===== src/rtl/address_decoder.sv =====
// Classifies processor addresses into data RAM, video RAM, soft-reset control or unmapped space.
// One-cycle registered decode, one decode per cycle; no handshake, so it never stalls.
module address_decoder #(
    parameter int ADDR_W      = 32,
    parameter int DATA_WORDS  = 64,
    parameter int VIDEO_WORDS = 254000,
    parameter int RESET_ADDR  = DATA_WORDS + VIDEO_WORDS
) (
    input  logic              clk,
    input  logic              rst_n,
    input  logic              MemWrite,
    input  logic [ADDR_W-1:0] MemAddr,
    output logic              DSel,
    output logic              reset,
    output logic [1:0]        WEn,
    output logic [ADDR_W-1:0] dAddr
);

    localparam logic [ADDR_W-1:0] VIDEO_BASE = ADDR_W'(DATA_WORDS);
    localparam logic [ADDR_W-1:0] CTRL_ADDR  = ADDR_W'(RESET_ADDR);

    typedef enum logic [1:0] {
        REGION_DATA,
        REGION_VIDEO,
        REGION_CTRL,
        REGION_NONE
    } region_t;

    region_t           region;
    logic              dsel_nxt;
    logic              reset_nxt;
    logic [1:0]        wen_nxt;
    logic [ADDR_W-1:0] daddr_nxt;

    always_comb begin
        region = REGION_NONE;
        if (MemAddr < VIDEO_BASE) begin
            region = REGION_DATA;
        end else if (MemAddr < CTRL_ADDR) begin
            region = REGION_VIDEO;
        end else if (MemAddr == CTRL_ADDR) begin
            region = REGION_CTRL;
        end
    end

    // Writes to the control word and unmapped space never reach a memory.
    always_comb begin
        dsel_nxt  = 1'b0;
        reset_nxt = 1'b0;
        wen_nxt   = 2'b00;
        daddr_nxt = '0;
        unique case (region)
            REGION_DATA: begin
                wen_nxt   = {1'b0, MemWrite};
                daddr_nxt = MemAddr;
            end
            REGION_VIDEO: begin
                dsel_nxt  = 1'b1;
                wen_nxt   = {MemWrite, 1'b0};
                daddr_nxt = MemAddr - VIDEO_BASE;
            end
            REGION_CTRL: begin
                reset_nxt = 1'b1;
            end
            default: begin
                dsel_nxt  = 1'b0;
            end
        endcase
    end

    always_ff @(posedge clk) begin
        if (!rst_n) begin
            DSel  <= 1'b0;
            reset <= 1'b0;
            WEn   <= 2'b00;
            dAddr <= '0;
        end else begin
            DSel  <= dsel_nxt;
            reset <= reset_nxt;
            WEn   <= wen_nxt;
            dAddr <= daddr_nxt;
        end
    end

endmodule


===== config.mk =====
export PLATFORM = sky130hd
export DESIGN_NAME = address_decoder
export DESIGN_NICKNAME = d
export VERILOG_FILES = /design/src/rtl/address_decoder.sv
export SDC_FILE = /design/constraint.sdc
export NUM_CORES = 1
export LEC_CHECK = 0
export ABC_AREA = 1
export BUFFER_PORTS_ARGS = -buffer_cell sky130_fd_sc_hd__buf_2
export CORE_ASPECT_RATIO = 0.5
export CORE_MARGIN = 4
export CORE_UTILIZATION = 46
export CTS_CLUSTER_SIZE = 8
export DETAILED_ROUTE_END_ITERATION = 8
export PLACE_DENSITY = 0.84
export SLEW_MARGIN = 20
export SYNTH_ARGS = -nofsm -noshare
export SYNTH_HDL_FRONTEND = slang
export SYNTH_SLANG_ARGS = --single-unit

===== constraint.sdc =====
create_clock -name clk -period 2 [get_ports clk]
set_input_delay 0.4 -clock clk [delete_from_list [all_inputs] [get_ports clk]]
set_output_delay 0.4 -clock clk [all_outputs]
set_load 0.1 [all_outputs]

# Word-level counts from Yosys, hierarchy flattened
# Cells that the tools add are included.
[totals] register_bits=36 inputBits=35 out_inout_bits=36 elab_cells=18
[op_classes] addsub=1 order_cmp=2 n_eq_ne=3 mux=7 n_reduce_logical=1
[op_table] cell="case mux 32 bit (2 select lines)" count=1
[op_table] cell="equality test 32 x 18 -> 1 bit (second input constant)" count=1
[op_table] cell="less-than comparator 32 x 18 -> 1 bit (second input constant)" count=1
[op_table] cell="less-than comparator 32 x 7 -> 1 bit (second input constant)" count=1
[op_table] cell="subtractor 32 x 7 -> 32 bit (second input constant)" count=1
[op_table] cell="2-to-1 mux 2 bit" count=2
[op_table] cell="case mux 2 bit (2 select lines)" count=1
[op_table] cell="2-to-1 mux 1 bit" count=3
[op_table] cell="equality test 2 x 1 -> 1 bit (second input constant)" count=1
[op_table] cell="equality test 2 bit (second input constant)" count=1
[op_table] cell="zero test 2 bit" count=1

# Longest topological paths before layout
[depth] ltp_word=6 depth_mapped=12 ltp_nobuf=11

# Worst setup path after synthesis
# OpenSTA, ideal clock, no wires.
[synth_path] path_kind="in2reg" start="input port MemAddr[6]" end="register dAddr[17]" setup_ns=0.113 arrival_time_ns=1.502 required_ns=1.887 slack_ns=0.386 cell_stages=12 n_path_buf=1 path_cell_list="inv_1 ha_1 inv_1 nor2_1 nand3_1 nor2_1 nand2_1 buf_4 nand3_1 nand2_1 nand2_1 nor2_1"
[synth_between] elab_chain_cells=6 word_cells_on_any_way=10 classes_between="add/sub: 1; order compare: 2; eq/ne: 2; mux: 4; reduce/logical: 1"
[synth_rtl] element="start, declared" line_no="12" text="input logic [ADDR_W-1:0] MemAddr,"
[synth_rtl] element="parallel branches: the longest is 5 deep, another holds less-than comparator 32 x 18 -> 1 bit"
[synth_rtl] element="case mux 32 bit (2 select lines) *" line_no="52" text="unique case (region)"
[synth_rtl] element="end signal, assigned" line_no="81" text="dAddr <= daddr_nxt;"
[synth_rtl] element="end, declared" line_no="16" text="output logic [ADDR_W-1:0] dAddr"
# Mark *: on every way between the ends.
# A chain may end at the register's enable or synchronous reset.

# Final worst setup path
# Same ends and word-level chain as after synthesis.

==> impl_metrics.csv <==
group,metric,value,unit
clock_network,clkTransAtPathRegs,0.07,ns
setup_path,critical_path.cell_chain,"buf_2, inv_1, ha_1, inv_1, nor2_1, nand3_1, nor2_1, nand2_1, buf_4, nand3_1, nand2_1, nand2_1, nor2_1",
clock_network,clock_tree_from_tritoncts,"yes",
timing,setup-violations-final,0,
pwr,ir_drop,0.000347,V
timing,min_period,1.59,ns
clock_network,master_cell_of_the_clock_root_buffer,"clkbuf_8",
placement,globalplace.congestion,0.867,
worst_hold_path,min_delay_worst_endpoint,"dAddr[5]$_SDFF_PN0_",
setup_path,max_stage_delay,0.20,ns
synthesis,synth_edf_count,0,
routing,drt.antenna.violating_nets,0,
pwr,power_leakage,0.00121,uW
synthesis,syn-cell-area,1630,um2
die,floorplan.die.height,50.0,um
timing,finalHoldViolCount,0,
routing,postRouteWirelength,4020,um
cells_and_area,finalNetCount,343,
cells_and_area,antenna_cells_inserted,0,
die,floorplan.io_pins,71,
setup_path,critical_path_s_slowest_cell,"buf_4",
worst_hold_path,min_delay_path_depth,3,
setup_path,setup.worst_path.class,"in2reg",
routing,dr_total_vias,1619,
routing,drt_iter0_drc,81,
die,die_x,92.1,um
timing,post-route-period-util,79.5,%
cells_and_area,post_route_cells_drive_above_1_share,32.6,%
die,start_util,51.0,%
grt,grt_pass1_wl,6460,um
cells_and_area,final_cell_count_no_fill,355,
placement,buffer_ports.inserted,70,
job,cap_viol_max_count,0,
routing,drt_pre_antenna_iters,5,
routing,detailed_route_drc_error_count,0,
setup_path,start_kind,"primary input",
clock_network,clock-sinks,36,
grt,grt_antenna_before_repair,0,
clock_network,htreeDepth,2,
routing,via_per_inst,4.56,
cells_and_area,mostFrequentLayoutCells,"70 x buf_2, 41 x inv_1, 41 x nor2_1",
cells_and_area,area_delta_synth_final,32.6,%
setup_path,cp_max_fo,16,
synthesis,synth_seq_area_share,44.3,%
outcome,status,"completed",
timing,setup-tns-final,0,ns
timing,slew_violations,0,
die,fp.dieArea,4610,um2
clock_network,cts_hold_repair.buffers,0,
clock_network,cts_buffers,5,
synthesis,postSynthRegisterBits,36,
synthesis,syn_avg_cell_area,7.32,um2
synthesis,postSynth.asyncResetShare,0,%
pwr,totalPowerFinal,1430,uW
timing,unrepaired_setup_endpoints_after_global_routing,"no",
worst_hold_path,hold_path.startpoint,"MemAddr[5]",
grt,globalRoute.totalOverflow,0,
synthesis,post_synthesis_instance_total,222,
setup_path,crit_arrival,1.78,ns
synthesis,post_synth_num_cell_types,31,
clock_network,cts.repair.resized,0,
grt,grt_start_max_net_pins,17,
setup_path,worst-endpoint-required,2.19,ns
grt,first_global_vias,1446,
synthesis,synth-main-ff-cell,"dfxtp_1",
timing,clock.fmax,0.629,GHz
placement,dp_hpwl,3210,um
placement,dp.cells,347,
synthesis,yosys_warnings,0,
die,num_rows,14,
clock_network,clk_path_buf_depth,2,
worst_hold_path,min-delay-path-class,"in2reg",
pwr,power.density,662,nW/um2
clock_network,cts_setup_buffers,0,
routing,post_drt_wl_per_cell,11.3,um
die,core_area,3190,um2
grt,globalRouteTotalUtil,17.9,%
setup_path,worst_setup_path_end_kind,"flip-flop",
cells_and_area,final_common_cell,"buf_2",
==> critical path, delay by kind of cell <==
family / cells / cell delay, ns
buffers and inverters: 4 / 0.50
AND/OR/NAND/NOR: 8 / 0.68
adder cells (fa/ha/maj): 1 / 0.19
==> power breakdown <==
| part | internal (uW) | switching, uW |
|---|---|---|
| Combinational | 52.9 | 141 |
| Sequential | 725 | 1.42 |
| Clock | 242 | 266 |
| Total | 1020 | 408 |
==> sequential cells by signal, summed over array words and instances (netlist names) <==
| signal | flops |
|---|---|
| dAddr | 32 |
| WEn | 2 |
| DSel | 1 |
| reset | 1 |
==> cells by family after synthesis <==
family | Yosys count | synth area share (%)
xor gates and xnor gates | 2 | 1.08
other | 1 | 0.231
DFF | 36 | 44.3
buffers and inverters | 48 | 11.7
and+or+nand+nor | 119 | 36.1
AOI/OAI and AO/OA | 14 | 5.00
adders and majority gates | 2 | 1.54
==> layout make-up <==
type | instances | area, um2
well taps | 48 | 60.1
fillers | 296 | 1030
flip-flops and latches | 36 | 721
repair buffers | 73 | 373
clock inverters | 3 | 18.8
multi-input cells | 144 | 737
clock buffers | 5 | 68.8
inverters | 46 | 178
==> how the worst max path moves through the flow <==
stage	from	endpoint	slack (ns)	cells past startpoint
after CTS	MemAddr[6]	dAddr[23]$_SDFF_PN0_	0.44	12
after global placement	MemAddr[6]	dAddr[17]$_SDFF_PN0_	0.21	13
final	MemAddr[6]	dAddr[17]$_SDFF_PN0_	0.41	13
after detailed placement	MemAddr[6]	dAddr[23]$_SDFF_PN0_	0.15	12
after floorplan	MemAddr[6]	dAddr[17]$_SDFF_PN0_	0.39	12
after global routing	MemAddr[6]	dAddr[21]$_SDFF_PN0_	0.25	12
==> per-layer routing <==
metal | up-vias | routed length, um | GRT usage, % | share of wire [%]
met3 | 6 | 298 | 5.02 | 7.4
met4 | 0 | 70 | 9.11 | 1.7
met2 | 66 | 1810 | 28.4 | 45
met1 | 701 | 1830 | 22.4 | 46
li1 | 846 | - | - | -
met5 | - | 0 | 0 | 0
==> cell usage after synthesis (all sizes together) (2+ instances only) <==
library cell,number,area [um2]
inv,46,178
nor2,45,203
dfxtp,36,721
nand2,36,155
nand3,16,80.1
a21oi,10,53.8
nand4,8,56.3
nor3,7,45.0
o21ai,4,27.5
buf,2,12.5
ha,2,25.0
nand3b,2,15.0
nor4,2,12.5
==> metrics by stage <==
| stage | util, % | cell area [um2] | setup WS (ns) | hold slack (ns) |
|---|---|---|---|---|
| 3_3_place_gp | 64.9 | 2070 | 0.207 | 0.631 |
| 4_1_cts | 67.6 | 2160 | 0.437 | 0.328 |
| 3_5_place_dp | 64.9 | 2070 | 0.148 | 0.638 |
| 6_report | 67.6 | 2160 | 0.411 | 0.336 |
| 5_1_grt | 67.6 | 2160 | 0.254 | 0.340 |
| 2_1_floorplan | - | 1650 | 0.386 | 0.512 |
No activity file was read; power rests on OpenSTA's default activity.
